<file path="src/rtl/tilt_steer_ctrl.sv">
// rtl/tilt_steer_ctrl.sv - accelerometer tilt to debounced, hysteresis-filtered snake steering
module tilt_steer_ctrl #(
    parameter int AXIS_W     = 5,
    parameter int SAMPLE_DIV = 100000,
    parameter int CAL_LOG2   = 4,
    parameter int THRESH     = 4,
    parameter int PERSIST    = 3,
    parameter int DEBOUNCE   = 1000000
) (
    input  logic                  clk,
    input  logic                  rst,
    input  logic [3*AXIS_W-1:0]   acl_data,
    input  logic                  button,
    input  logic                  step,
    output logic [1:0]            dir,
    output logic                  dir_changed,
    output logic                  paused,
    output logic                  calibrating
);
    localparam int TICK_W = $clog2(SAMPLE_DIV);
    localparam int ACC_W  = AXIS_W + CAL_LOG2;
    localparam int D_W    = AXIS_W + 1;
    localparam int P_W    = $clog2(PERSIST + 1);
    localparam int DB_W   = $clog2(DEBOUNCE);

    typedef enum logic [1:0] {CALIB, RUN, PAUSE} state_t;
    state_t state, state_next;

    logic signed [AXIS_W-1:0] ax_x, ax_y, off_x, off_y;
    logic                     unused_z;
    assign ax_x     = acl_data[3*AXIS_W-1 -: AXIS_W];
    assign ax_y     = acl_data[2*AXIS_W-1 -: AXIS_W];
    assign unused_z = ^acl_data[AXIS_W-1:0];

    logic [TICK_W-1:0] tick_cnt;
    logic              tick;
    assign tick = (tick_cnt == TICK_W'(SAMPLE_DIV - 1));

    always_ff @(posedge clk) begin
        if (rst || tick) tick_cnt <= '0;
        else             tick_cnt <= tick_cnt + 1'b1;
    end

    // Calibration: running sums of X/Y, averaged by arithmetic shift
    logic signed [ACC_W-1:0] acc_x, acc_y, acc_x_next, acc_y_next;
    logic [CAL_LOG2-1:0]     cal_cnt;
    logic                    cal_done;
    assign acc_x_next = acc_x + ACC_W'(ax_x);
    assign acc_y_next = acc_y + ACC_W'(ax_y);
    assign cal_done   = (state == CALIB) && tick && (cal_cnt == '1);

    logic signed [D_W-1:0] dx, dy;
    logic [D_W-1:0]        mag_x, mag_y;
    assign dx    = D_W'(ax_x) - D_W'(off_x);
    assign dy    = D_W'(ax_y) - D_W'(off_y);
    assign mag_x = dx[D_W-1] ? -dx : dx;
    assign mag_y = dy[D_W-1] ? -dy : dy;

    logic       cand_valid;
    logic [1:0] cand_dir;
    always_comb begin
        cand_valid = 1'b0;
        cand_dir   = 2'b00;
        if ((mag_x != mag_y) && ((mag_x >= D_W'(THRESH)) || (mag_y >= D_W'(THRESH)))) begin
            cand_valid = 1'b1;
            if (mag_x > mag_y) cand_dir = dx[D_W-1] ? 2'b11 : 2'b01;
            else               cand_dir = dy[D_W-1] ? 2'b10 : 2'b00;
        end
    end

    logic [P_W-1:0] p_cnt, p_next;
    logic           last_valid;
    logic [1:0]     last_dir;
    logic [1:0]     pending;
    always_comb begin
        p_next = p_cnt;
        if (!cand_valid)
            p_next = '0;
        else if (last_valid && (last_dir == cand_dir))
            p_next = (p_cnt == P_W'(PERSIST)) ? p_cnt : p_cnt + 1'b1;
        else
            p_next = P_W'(1);
    end

    // Button: two-flop synchroniser, then level accepted after DEBOUNCE stable cycles
    logic            btn_s1, btn_s2, btn_lvl, btn_rise;
    logic [DB_W-1:0] db_cnt;
    assign btn_rise = btn_s2 && !btn_lvl && (db_cnt == DB_W'(DEBOUNCE - 1));

    always_ff @(posedge clk) begin
        if (rst) begin
            btn_s1  <= 1'b0;
            btn_s2  <= 1'b0;
            btn_lvl <= 1'b0;
            db_cnt  <= '0;
        end else begin
            btn_s1 <= button;
            btn_s2 <= btn_s1;
            if (btn_s2 == btn_lvl) begin
                db_cnt <= '0;
            end else if (db_cnt == DB_W'(DEBOUNCE - 1)) begin
                btn_lvl <= btn_s2;
                db_cnt  <= '0;
            end else begin
                db_cnt <= db_cnt + 1'b1;
            end
        end
    end

    logic run_active, commit;
    assign run_active = (state == RUN) && !btn_rise;
    assign commit     = run_active && step && (pending != dir) && (pending != (dir ^ 2'b10));

    always_ff @(posedge clk) begin
        if (rst) state <= CALIB;
        else     state <= state_next;
    end

    always_comb begin
        state_next = state;
        case (state)
            CALIB:   if (cal_done) state_next = RUN;
            RUN:     if (btn_rise) state_next = PAUSE;
            PAUSE:   if (btn_rise) state_next = RUN;
            default: state_next = CALIB;
        endcase
    end

    assign paused      = (state == PAUSE);
    assign calibrating = (state == CALIB);

    always_ff @(posedge clk) begin
        if (rst) begin
            dir         <= 2'b01;
            pending     <= 2'b01;
            dir_changed <= 1'b0;
            off_x       <= '0;
            off_y       <= '0;
            acc_x       <= '0;
            acc_y       <= '0;
            cal_cnt     <= '0;
            p_cnt       <= '0;
            last_valid  <= 1'b0;
            last_dir    <= 2'b00;
        end else begin
            dir_changed <= commit;
            if (commit) dir <= pending;
            if (cal_done) begin
                off_x   <= AXIS_W'(acc_x_next >>> CAL_LOG2);
                off_y   <= AXIS_W'(acc_y_next >>> CAL_LOG2);
                acc_x   <= '0;
                acc_y   <= '0;
                cal_cnt <= '0;
            end else if ((state == CALIB) && tick) begin
                acc_x   <= acc_x_next;
                acc_y   <= acc_y_next;
                cal_cnt <= cal_cnt + 1'b1;
            end
            if (run_active && tick) begin
                p_cnt      <= p_next;
                last_valid <= cand_valid;
                last_dir   <= cand_dir;
                if (p_next == P_W'(PERSIST)) pending <= cand_dir;
            end else if (state != CALIB && !run_active) begin
                p_cnt      <= '0;
                last_valid <= 1'b0;
            end
        end
    end
endmodule

</file>
<file path="config.mk">
export PLATFORM = sky130hd
export DESIGN_NAME = tilt_steer_ctrl
export DESIGN_NICKNAME = d
export VERILOG_FILES = /design/src/rtl/tilt_steer_ctrl.sv
export SDC_FILE = /design/constraint.sdc
export NUM_CORES = 1
export LEC_CHECK = 0
export ABC_AREA = 0
export BUFFER_PORTS_ARGS = -buffer_cell sky130_fd_sc_hd__buf_2
export CAP_MARGIN = 10
export CORE_MARGIN = 5
export CORE_UTILIZATION = 68
export CTS_BUF_LIST = sky130_fd_sc_hd__clkbuf_8
export CTS_CLUSTER_DIAMETER = 150
export DETAILED_ROUTE_END_ITERATION = 7
export PLACE_DENSITY = 0.9
export SLEW_MARGIN = 10
export SYNTH_ARGS = -nofsm -noshare
export SYNTH_HDL_FRONTEND = slang
export SYNTH_SLANG_ARGS = --single-unit
</file>
<file path="constraint.sdc">
create_clock -name clk -period 12.18 [get_ports clk]
set_clock_uncertainty 0.15 [all_clocks]
set_input_delay 0.609 -clock clk [delete_from_list [all_inputs] [get_ports clk]]
set_output_delay 0.609 -clock clk [all_outputs]
set_load 0.01 [all_outputs]
</file>
==> Yosys cells after proc, flatten, opt, wreduce, memory -nomap -nowiden <==
Cells that the tools add are included.
{ "word_totals": {"ff_bits": 84, "inputBits": 19, "elab_cells": 90} }
{ "classes": {"n_addsub": 10, "n_lt_le_gt_ge": 3, "n_eq_ne": 15, "muxes": 18, "bitwise": 2, "n_reduce_logical": 25} }
{ "op_table": {"columns": ["cell", "n"], "rows": [
  ["2-bit two-way mux", 12],
  ["20-bit by 1-bit adder with 20-bit output (second input constant)", 1],
  ["20-bit equality test (second input constant)", 1],
  ["9-bit by 5-bit adder with 9-bit output", 2],
  ["17-bit by 1-bit adder with 17-bit output (second input constant)", 1],
  ["17-bit equality test (second input constant)", 1],
  ["6-bit by 3-bit >= comparator with 1-bit output (second input constant)", 2],
  ["1-bit logical AND", 12],
  ["6-bit two-way mux", 2],
  ["6-bit negation", 2],
  ["5-bit by 5-bit subtractor with 6-bit output", 2],
  ["2-bit equality test (second input constant)", 3],
  ["6-bit greater-than comparator", 1],
  ["6-bit inequality test", 1],
  ["2-bit one-hot mux with 3 select lines", 1],
  ["4-bit by 1-bit adder with 4-bit output (second input constant)", 1],
  ["4-bit equality test (second input constant)", 1],
  ["2-bit by 1-bit inequality test with 1-bit output (second input constant)", 2],
  ["2-bit inequality test", 2],
  ["2-bit AND reduction", 2],
  ["2-bit nonzero test", 2],
  ["1-bit logical NOT", 3],
  ["1-bit two-way mux", 3],
  ["3-bit AND reduction", 1],
  ["other kinds (10)", 12]
]} }

==> Logic depth before layout (Yosys ltp) <==
Gate-level depths: netlist of run 1.
{ "logic_depth": {"depth_word": 13, "mapped_depth": 18, "depth_no_buf": 18} }

==> Least setup slack after synthesis of run 1 <==
Ideal clock, no wire load.
{ "synth_path": {"path_type": "input to register", "from": "input port acl_data[5]", "to": "register pending[0]", "setup_ps": 72, "t_arrival_ps": 4103, "path_slack_ps": 7855, "path_stages": 17, "cell_sequence": "inv_1 > ha_1 > fa_1 > xor2_1 > and3_1 > o211a_1 > a311oi_1 > ha_1 > and3_1 > o21ai_0 > nand2_1 > a311oi_2 > o32ai_1 > o31a_1 > o31a_2 > nor4b_4 > mux2i_1"} }
{ "synth_between": {"elab_chain_cells": 13, "word_cells_on_any_way": 18} }
{ "synth_rtl": {"columns": ["element", "line_no", "source"], "rows": [
  ["from (decl)", "12", "input logic [3*AXIS_W-1:0] acl_data,"],
  ["5-bit by 5-bit subtractor with 6-bit output (*)", "55", "assign dy = D_W'(ax_y) - D_W'(off_y);"],
  ["6-bit negation", "57", "assign mag_y = dy[D_W-1] ? -dy : dy;"],
  ["6-bit two-way mux", "57", null],
  ["6-bit by 3-bit >= comparator with 1-bit output", "64", "if ((mag_x != mag_y) && ((mag_x >= D_W'(THRESH)) || (mag_y >= D_W'(THRESH)))) begin"],
  ["1-bit logical OR", "64", null],
  ["1-bit logical AND", "64", null],
  ["2-bit two-way mux", "64", null],
  ["2-bit equality test", "79", "else if (last_valid && (last_dir == cand_dir))"],
  ["1-bit logical AND", "79", null],
  ["2-bit two-way mux", "79", null],
  ["2-bit two-way mux", "77", "if (!cand_valid)"],
  ["2-bit equality test", "163", "if (p_next == P_W'(PERSIST)) pending <= cand_dir;"],
  ["2-bit AND reduction (no line)", null, null],
  ["to (signal assigned)", "163", null],
  ["to (decl)", "74", "logic [1:0] pending;"]
]} }
Every way passes the cells marked *; elsewhere a longest branch is shown, timed or not.
A chain may end at the register's enable or synchronous reset.

==> Worst setup path after layout of run 1 <==
Same ends and word-level chain as after synthesis.

==> results of run 1 <==
[where the power goes]
group          switching [W]  internal, W  total [W]
Clock               0.000103     0.000121   0.000224
Combinational      0.0000443    0.0000317  0.0000761
Sequential       0.000000993     0.000276   0.000277
Total               0.000148     0.000428   0.000576
[synth_stat cells, types with 3 or more instances]
master	number	area, µm²
nor2_1	92	345
dfxtp_1	84	1680
nand2_1	64	240
a21oi_1	41	205
ha_1	37	463
inv_1	34	128
xor2_1	30	263
xnor2_1	27	236
nand3_1	22	110
mux2i_1	16	160
and3_1	14	87.6
clkbuf_1	12	45.0
nand2b_1	12	75.1
nand4_1	10	62.6
nor2b_1	9	56.3
o21ai_0	8	40.0
nor3_1	6	30.0
or3_1	6	37.5
nor4_1	5	31.3
o21a_1	5	37.5
a21o_1	4	30.0
fa_1	4	80.1
nand3b_1	3	22.5
nand4b_1	3	26.3
nor4b_1	3	26.3
[cells by family after synthesis]
logic type	count (synthesis)	synth area share
compound gates	87	0.115
xor+xnor	59	0.103
fa+ha+maj	41	0.106
buf+inv	49	0.0397
flops	84	0.327
mux	16	0.0312
simple gates	274	0.278
[flip-flops by register name, summed over array words and instances, names as in the netlist]
| signal | flops |
|---|---|
| acc_x | 9 |
| acc_y | 9 |
| btn_lvl | 1 |
| btn_s1 | 1 |
| btn_s2 | 1 |
| cal_cnt | 4 |
| db_cnt | 20 |
| dir | 2 |
| dir_changed | 1 |
| last_dir | 2 |
| last_valid | 1 |
| off_x | 5 |
| off_y | 5 |
| p_cnt | 2 |
| pending | 2 |
| state | 2 |
| tick_cnt | 17 |
[critical path, stage by stage]
cell and delay, ns:
buf_2 0.09, inv_1 0.04, ha_1 0.20, fa_1 0.42, xor2_1 0.22, and3_1 0.23, o211a_1 0.21, a311oi_1 0.37
ha_1 0.31, and3_1 0.20, o21ai_0 0.08, nand2_1 0.13, a311oi_2 0.33, o32ai_1 0.12, o31a_1 0.15, o31a_2 0.38
nor4b_4 0.29, mux2i_1 0.27
[layout make-up]
| cell class | instances | area, µm² |
|---|---|---|
| Clock inverter | 6 | 87.6 |
| Inverter | 34 | 128 |
| Fill cell | 522 | 1780 |
| Clock buffer | 10 | 138 |
| Sequential cell | 84 | 1680 |
| Multi-Input combinational cell | 477 | 3260 |
| Tap cell | 99 | 124 |
| Timing Repair Buffer | 19 | 97.6 |
[placed cells by master, fill, tap and decap left out, drive strengths merged, types with 4 or more instances in the layout]
cell type / instances
a21boi: 4
a21o: 5
a21oi: 42
and3: 15
buf: 19
clkbuf: 10
dfxtp: 84
fa: 4
ha: 37
inv: 36
mux2i: 16
nand2: 65
nand2b: 12
nand3: 22
nand3b: 4
nand4: 10
nor2: 93
nor2b: 9
nor3: 8
nor4: 7
nor4b: 4
o21a: 5
o21ai: 10
or3: 6
xnor2: 28
xor2: 31
[stage by stage]
stage,util,std cells
floorplan,-,610
global placement,0.726,713
detailed placement,0.726,713
CTS,0.757,729
global route,0.757,729
finish,0.757,729
[path summary, 6_finish.rpt]
check | from | end | slack [ns] | cells after the start
worst max-delay path | acl_data[5] | pending[0] | 7.67 | 18
worst min-delay path | button | btn_s1 | 0.30 | 2
worst max register to register | off_y[0] | pending[0] | 7.71 | 16
worst min register to register | db_cnt[0] | db_cnt[0] | 0.31 | 1
[per-layer routing]
metal	wire length, µm	vias to the layer above
met4	271	0
met1	4580	2017
li1	-	2113
met3	375	26
met5	0	-
met2	5410	97
==> flow_summary_export.csv, run 1 <==
group,metric,value,unit
outcome,status,"complete, no violations",
timing,whs,0.295,ns
floorplan,initial_core_util,0.705,
timing,period_minus_slack,4.51,ns
place,placed_area,5290,µm²
timing,tightest_slew,0.884,ns
timing,rsz0062_at_grt,"false",
layout,num_antenna_cells,0,
synth,synth_edf_count,0,
cts,clock-root-buffer,"clkbuf_8",
worst_setup_path,worstSetupPathType,"in -> reg",
layout,fin_nets,685,
floorplan,core_area,7290,µm²
timing,slew_violations,0,
synth,synthCells,610,
global_route,use_met3,0.0475,
cts,cts.clk_slew.worst_paths,0.09,ns
routing,drt-initial-drc-count,199,
routing,first_pass_iters,5,
timing,fmax,222,MHz
cts,clk_latency,0.37,ns
cts,tritoncts,"built",
floorplan,pin_count,24,
worst_setup_path,start_kind,"input pin",
synth,yosys_register_bits,84,
routing,avgViaCountPerCell,5.83,
routing,drc,0,
synth,synth_warnings,0,
synth,synth_flop_cell,"dfxtp_1",
timing,finalCritPeriodShare,0.370,
synth,synthArstFlopShare,0,
pwr,leakage,2.24,nW
job,cap_violations,0,
layout,area_delta_synth_final,7.30,%
worst_hold_path,min_path_type,"in -> reg",
timing,hold_viol,0,
global_route,antenna_found_initial,0,
pwr,peakVddDrop,0.0000885,V
place,place_congestion,0.831,
synth,syn_area_per_cell,8.43,µm²
timing,fin_ws,7.67,ns
place,dp_hpwl,7.83,mm
worst_setup_path,crit_arrival,4.65,ns
place,post-place-ws,7.31,ns
timing,fin_setup_tns,0,ns
routing,drt-total-wl,10.6,mm
global_route,grt_pass1_wl,18.4,mm
global_route,grt_max_degree,34,
global_route,grt_pass1_vias,4270,
synth,synth_seq_area_share,0.327,
floorplan,die_height,97.0,µm
cts,cts_hold_buffers,0,
pwr,powerDensity,104,nW/µm²
pwr,power,0.000576,W
synth,synth.distinct_cells,69,
cts,post_cts_buffers,0,
synth,syn_nets,670,
place,portBuffers,18,
global_route,grtUsageTotal,0.231,
routing,num_vias,4253,
cts,cts.path.max_buffers,2,
layout,fin_area,5520,µm²
cts,numCtsBuffers,9,
worst_setup_path,crit_path_end_kind,"flip-flop",
floorplan,die_area,9400,µm²
global_route,grt.busiest_layer,"met2",
floorplan,rows,31,
global_route,grt-ovfl-total,0,
layout,drive_gt1_frac,0.106,
worst_setup_path,required,12.32,ns
synth,syn_area,5140,µm²
worst_setup_path,crit_path_max_fanout,5,
global_route,met2_usage,0.415,
floorplan,die_width,97.0,µm
cts,cts_max_level,3,
timing,slew_headroom,0.411,
routing,postRouteAntennaNets,0,
global_route,grt_use_met1,0.261,
cts,clkSinkCount,84,
cts,cts-resized-gates,0,
routing,wl_per_cell,14.6,µm
timing,setup_violations,0,
(Power assumes the default switching activity.)
==> run 2, diff against run 1 <==
Settings changed: CORE_UTILIZATION 68 to 64, PLACE_DENSITY 0.9 to 0.86.
Clock period 12.18 ns to 4.3 ns, I/O delays scaled along.
==> run 2 against run 1 <==
The flow now finishes with violations (negative setup slack); register-to-register slack got worse by 7.8 ns; final area grew 4.0%; sequential share of layout area decreased by 1.1 points; critical endpoint unchanged; largest cell class unchanged; largest power group unchanged.
==> flow_summary_export.csv, run 2 (synthesis gave the netlist of run 1 again) <==
group,metric,value,unit
outcome,status,"complete, but fails checks",
outcome,failed_checks,"negative setup slack",
cts,numCtsBuffers,9,
layout,drive_gt1_frac,0.150,
global_route,grt_pass1_vias,4225,
layout,largest_reg_flops,20,
layout,fin_nets,693,
routing,postRouteAntennaNets,0,
routing,drt-initial-drc-count,192,
cts,tritoncts,"built",
cts,cts.clk_slew.worst_paths,0.09,ns
job,cap_violations,0,
worst_setup_path,start_kind,"flip-flop",
cts,cts.path.max_buffers,2,
place,post-place-ws,-0.0667,ns
worst_setup_path,required,4.44,ns
routing,wl_per_cell,15.2,µm
floorplan,core_area,7770,µm²
routing,first_pass_iters,6,
timing,finalCritPeriodShare,1.03,
global_route,grt_pass1_wl,18.7,mm
floorplan,rows,32,
global_route,grt_max_degree,34,
floorplan,pin_count,24,
cts,clock-root-buffer,"clkbuf_8",
timing,slew_violations,0,
timing,tightest_slew,0.866,ns
cts,clk_latency,0.36,ns
place,dp_hpwl,7.57,mm
timing,fin_ws,-0.129,ns
timing,hold_viol,0,
timing,setup_violations,3,
pwr,power,0.00166,W
worst_setup_path,crit_path_end_kind,"flip-flop",
timing,slew_headroom,0.423,
worst_setup_path,crit_arrival,4.57,ns
pwr,peakVddDrop,0.000197,V
cts,clkSinkCount,84,
global_route,grtUsageTotal,0.226,
global_route,grt-ovfl-total,0,
floorplan,die_area,9930,µm²
global_route,antenna_found_initial,0,
timing,period_minus_slack,4.43,ns
worst_setup_path,worstSetupPathType,"reg -> reg",
cts,cts_max_level,3,
routing,avgViaCountPerCell,5.88,
layout,area_delta_synth_final,11.6,%
place,place_congestion,0.866,
timing,rsz0062_at_grt,"true",
pwr,leakage,2.30,nW
place,portBuffers,18,
layout,most-common-layout-cells,"nor2_1 (92), dfxtp_1 (81), nand2_1 (63)",
floorplan,initial_core_util,0.662,
floorplan,die_width,99.6,µm
layout,regMostFlops,"db_cnt",
layout,reg_top3,"db_cnt (20), tick_cnt (17)",
layout,num_antenna_cells,0,
layout,final_common_cell,"nor2_1",
routing,drc,0,
worst_hold_path,min_path_type,"in -> reg",
floorplan,die_height,99.6,µm
routing,num_vias,4352,
routing,drt-total-wl,11.3,mm
timing,fmax,226,MHz
worst_setup_path,r2r_slack,-0.13,ns
worst_setup_path,crit_path_max_fanout,4,
pwr,powerDensity,290,nW/µm²
run 2: what timing repair did:
action	in CTS	in global routing
setup endpoints to repair	3	4
pin swaps	0	14
gates resized for setup	1	30
hold endpoints to repair	1	0
hold buffers	1	0
gates cloned	0	0
buffers inserted	0	5
run 2: final cells by class:
cell class	count	area, µm²
clock buffers	10	138
clock inverters	6	80.1
fillers	569	2030
inverters	34	128
multi-input cells	477	3420
flip-flops and latches	84	1690
well taps	102	128
repair buffers	27	160
run 2: path summary, 6_finish.rpt:
check	start	end	depth (start not counted)
max	off_y[0]	pending[0]	16
min	acl_data[5]	acc_y[0]	4
max reg2reg	off_y[0]	pending[0]	16
min reg2reg	btn_s1	btn_s2	1
run 2: metal layers:
layer / track usage / share of wire / vias to the layer above / wire length (µm)
li1: - / - / 2146 / -
met1: 0.272 / 0.42 / 2067 / 4760
met2: 0.405 / 0.52 / 117 / 5840
met3: 0.0407 / 0.041 / 22 / 460
met4: 0.0714 / 0.018 / 0 / 200
met5: 0 / 0 / - / 0
run 2: per-stage QoR:
| step | hold slack [ns] | cell area (µm²) | instances | TNS [ns] | util |
|---|---|---|---|---|---|
| floorplan | 0.193 | 5140 | 610 | 0 | - |
| global placement | 0.277 | 5310 | 718 | 0 | 0.684 |
| detailed placement | 0.289 | 5310 | 718 | -0.159 | 0.684 |
| CTS | 0.115 | 5540 | 735 | 0 | 0.714 |
| global route | 0.163 | 5740 | 740 | -0.832 | 0.739 |
| finish | 0.143 | 5740 | 740 | -0.291 | 0.739 |
run 2: power by group:
group,internal [W],switching (W),total [W],leakage (nW)
sequential,0.000780,0.00000300,0.000783,0.679
combinational,0.000116,0.000150,0.000266,1.50
clock,0.000338,0.000277,0.000615,0.115
total,0.00123,0.000430,0.00166,2.30
run 2: worst max-delay path, cell delays in order, from the launching register on:
cell and delay (ns):
dfxtp_4 0.36, ha_4 0.16, fa_2 0.43, xnor2_1 0.34
or3_1 0.17, nand3_1 0.09, a311oi_2 0.39, ha_1 0.31
and3_4 0.18, o21ai_2 0.07, nand2_2 0.10, a311oi_2 0.35
o32ai_2 0.15, o31a_1 0.16, o31a_2 0.40, nor4b_4 0.34
mux2i_1 0.20
==> run 3, diff against run 2 <==
Settings changed: ABC_CLOCK_PERIOD_IN_PS from default to 4300, MAX_ROUTING_LAYER from default to met4.
==> run 3 against run 2 <==
The flow still finishes with violations (negative setup slack); setup slack gained 0.028 ns; clock-buffer cell count did not move; utilization stayed put; sequential share of layout area did not move; die area unchanged; critical endpoint unchanged.
==> flow_summary_export.csv, run 3 (synthesis gave the netlist of run 1 again) <==
group,metric,value,unit
layout,regMostFlops,"db_cnt",
layout,fin_area,5740,µm²
cts,cts_max_level,3,
worst_setup_path,required,4.44,ns
cts,clock-root-buffer,"clkbuf_8",
timing,fmax,227,MHz
global_route,grtUsageTotal,0.232,
outcome,failed_checks,"negative setup slack",
floorplan,core_area,7770,µm²
global_route,grt_pass1_wl,18.7,mm
floorplan,die_height,99.6,µm
floorplan,die_width,99.6,µm
routing,postRouteAntennaNets,0,
worst_setup_path,crit_start,"off_y[0]",
job,cap_violations,0,
pwr,pwr-share-clk,0.370,
routing,drc,0,
pwr,p_int,0.00123,W
floorplan,initial_core_util,0.662,
timing,period_minus_slack,4.40,ns
timing,setup_violations,3,
layout,num_antenna_cells,0,
cts,clkSinkCount,84,
place,dp_hpwl,7.57,mm
worst_setup_path,start_kind,"flip-flop",
timing,slew_headroom,0.422,
routing,drt-total-wl,11.3,mm
pwr,p_sw,0.000430,W
worst_setup_path,crit_path_end_kind,"flip-flop",
floorplan,rows,32,
place,post-place-ws,-0.0667,ns
layout,fin_cells,740,
place,portBuffers,18,
timing,tightest_slew,0.868,ns
timing,finalCritPeriodShare,1.02,
worst_setup_path,worstSetupPathType,"reg -> reg",
layout,final-seq-area,1690,µm²
pwr,seq_power_share,0.470,
cts,cts.path.max_buffers,2,
layout,most-common-layout-cells,"nor2_1 (92), dfxtp_1 (81), nand2_1 (63)",
layout,fill_cells,569,
pwr,powerDensity,290,nW/µm²
place,place_congestion,0.880,
global_route,grt-ovfl-total,0,
worst_setup_path,crit_path_max_fanout,4,
timing,rsz0062_at_grt,"true",
routing,num_vias,4323,
routing,wl_per_cell,15.2,µm
cts,tritoncts,"built",
layout,drive_gt1_frac,0.150,
pwr,p_sw_frac,0.259,
layout,fin_util,0.739,
timing,fin_ws,-0.100,ns
timing,slew_violations,0,
layout,fin_nets,693,
pwr,leakage,2.30,nW
worst_hold_path,min-delay-start,"acl_data[10]",
routing,first_pass_iters,5,
cts,clk_latency,0.36,ns
routing,avgViaCountPerCell,5.84,
layout,reg_top3,"db_cnt (20), tick_cnt (17)",
worst_hold_path,min_path_type,"in -> reg",
cts,cts.clk_slew.worst_paths,0.08,ns
cts,numCtsBuffers,9,
place,placed_cells_incl_taps,718,
global_route,antenna_found_initial,0,
place,placed_area,5310,µm²
pwr,peakVddDrop,0.000199,V
layout,multi_input_area,3420,µm²
worst_setup_path,crit_arrival,4.54,ns
layout,largest_reg_flops,20,
floorplan,pin_count,24,
layout,final_common_cell,"nor2_1",
floorplan,die_area,9930,µm²
layout,area_delta_synth_final,11.6,%
worst_setup_path,r2r-start,"off_y[0]",
global_route,grt_pass1_vias,4222,
pwr,power_frac_comb,0.160,
timing,hold_viol,0,
global_route,grt_max_degree,34,
outcome,status,"complete, but fails checks",
routing,drt-initial-drc-count,165,
==> run 3: power groups by stage <==
stage	clock [W]	combinational, W	sequential (W)
after floorplan	0	0.000172	0.000801
after global placement	0	0.000202	0.000801
after detailed placement	0	0.000213	0.000802
after CTS	0.000625	0.000217	0.000784
after global routing	0.000656	0.000288	0.000784
final	0.000616	0.000266	0.000783
==> run 3: layer usage <==
metal | track usage | share of wire | vias up
met5 | - | 0 | -
met4 | 0.0714 | 0.016 | 0
met3 | 0.0386 | 0.037 | 21
met2 | 0.407 | 0.52 | 104
met1 | 0.270 | 0.43 | 2055
li1 | - | - | 2143
==> run 3: path summary, 6_finish.rpt <==
path	endpoint	slack, ns	depth (start not counted)
hold / removal	acc_x[0]	0.14	4
hold reg to reg	btn_s2	0.31	1
setup / recovery	pending[0]	-0.10	16
setup reg to reg	pending[0]	-0.10	16
==> run 3: area by class of cell <==
class	instances	share of cell area
multi-input cells	477	0.595
well taps	102	0.0222
flip-flops and latches	84	0.294
inverters	34	0.0222
repair buffers	27	0.0279
clock buffers	10	0.0240
clock inverters	6	0.0140
==> run 3: through the flow <==
stage / power (W) / hold WS (ns) / setup TNS (ns)
after floorplan: 0.000973 / 0.193 / 0
after global placement: 0.00100 / 0.277 / 0
after detailed placement: 0.00101 / 0.289 / -0.159
after CTS: 0.00163 / 0.115 / 0
after global routing: 0.00173 / 0.166 / -0.915
final: 0.00166 / 0.144 / -0.204
==> run 3: repair_timing <==
action / CTS / global route
setup buffers: 0 / 5
resized for setup: 1 / 30
pin swaps: 0 / 14
hold buffers: 1 / 0
endpoints found under the hold margin: 1 / 0
endpoints found under the setup margin: 3 / 4
==> run 3: worst max-delay path, cell delays in order (launching register included) <==
cell      delay (ns)
dfxtp_4         0.36
ha_4            0.17
fa_2            0.43
xnor2_1         0.34
or3_1           0.17
nand3_1         0.09
a311oi_2        0.39
ha_1            0.31
and3_4          0.18
o21ai_2         0.07
nand2_2         0.10
a311oi_2        0.32
o32ai_2         0.14
o31a_1          0.16
o31a_2          0.40
nor4b_4         0.34
mux2i_1         0.20
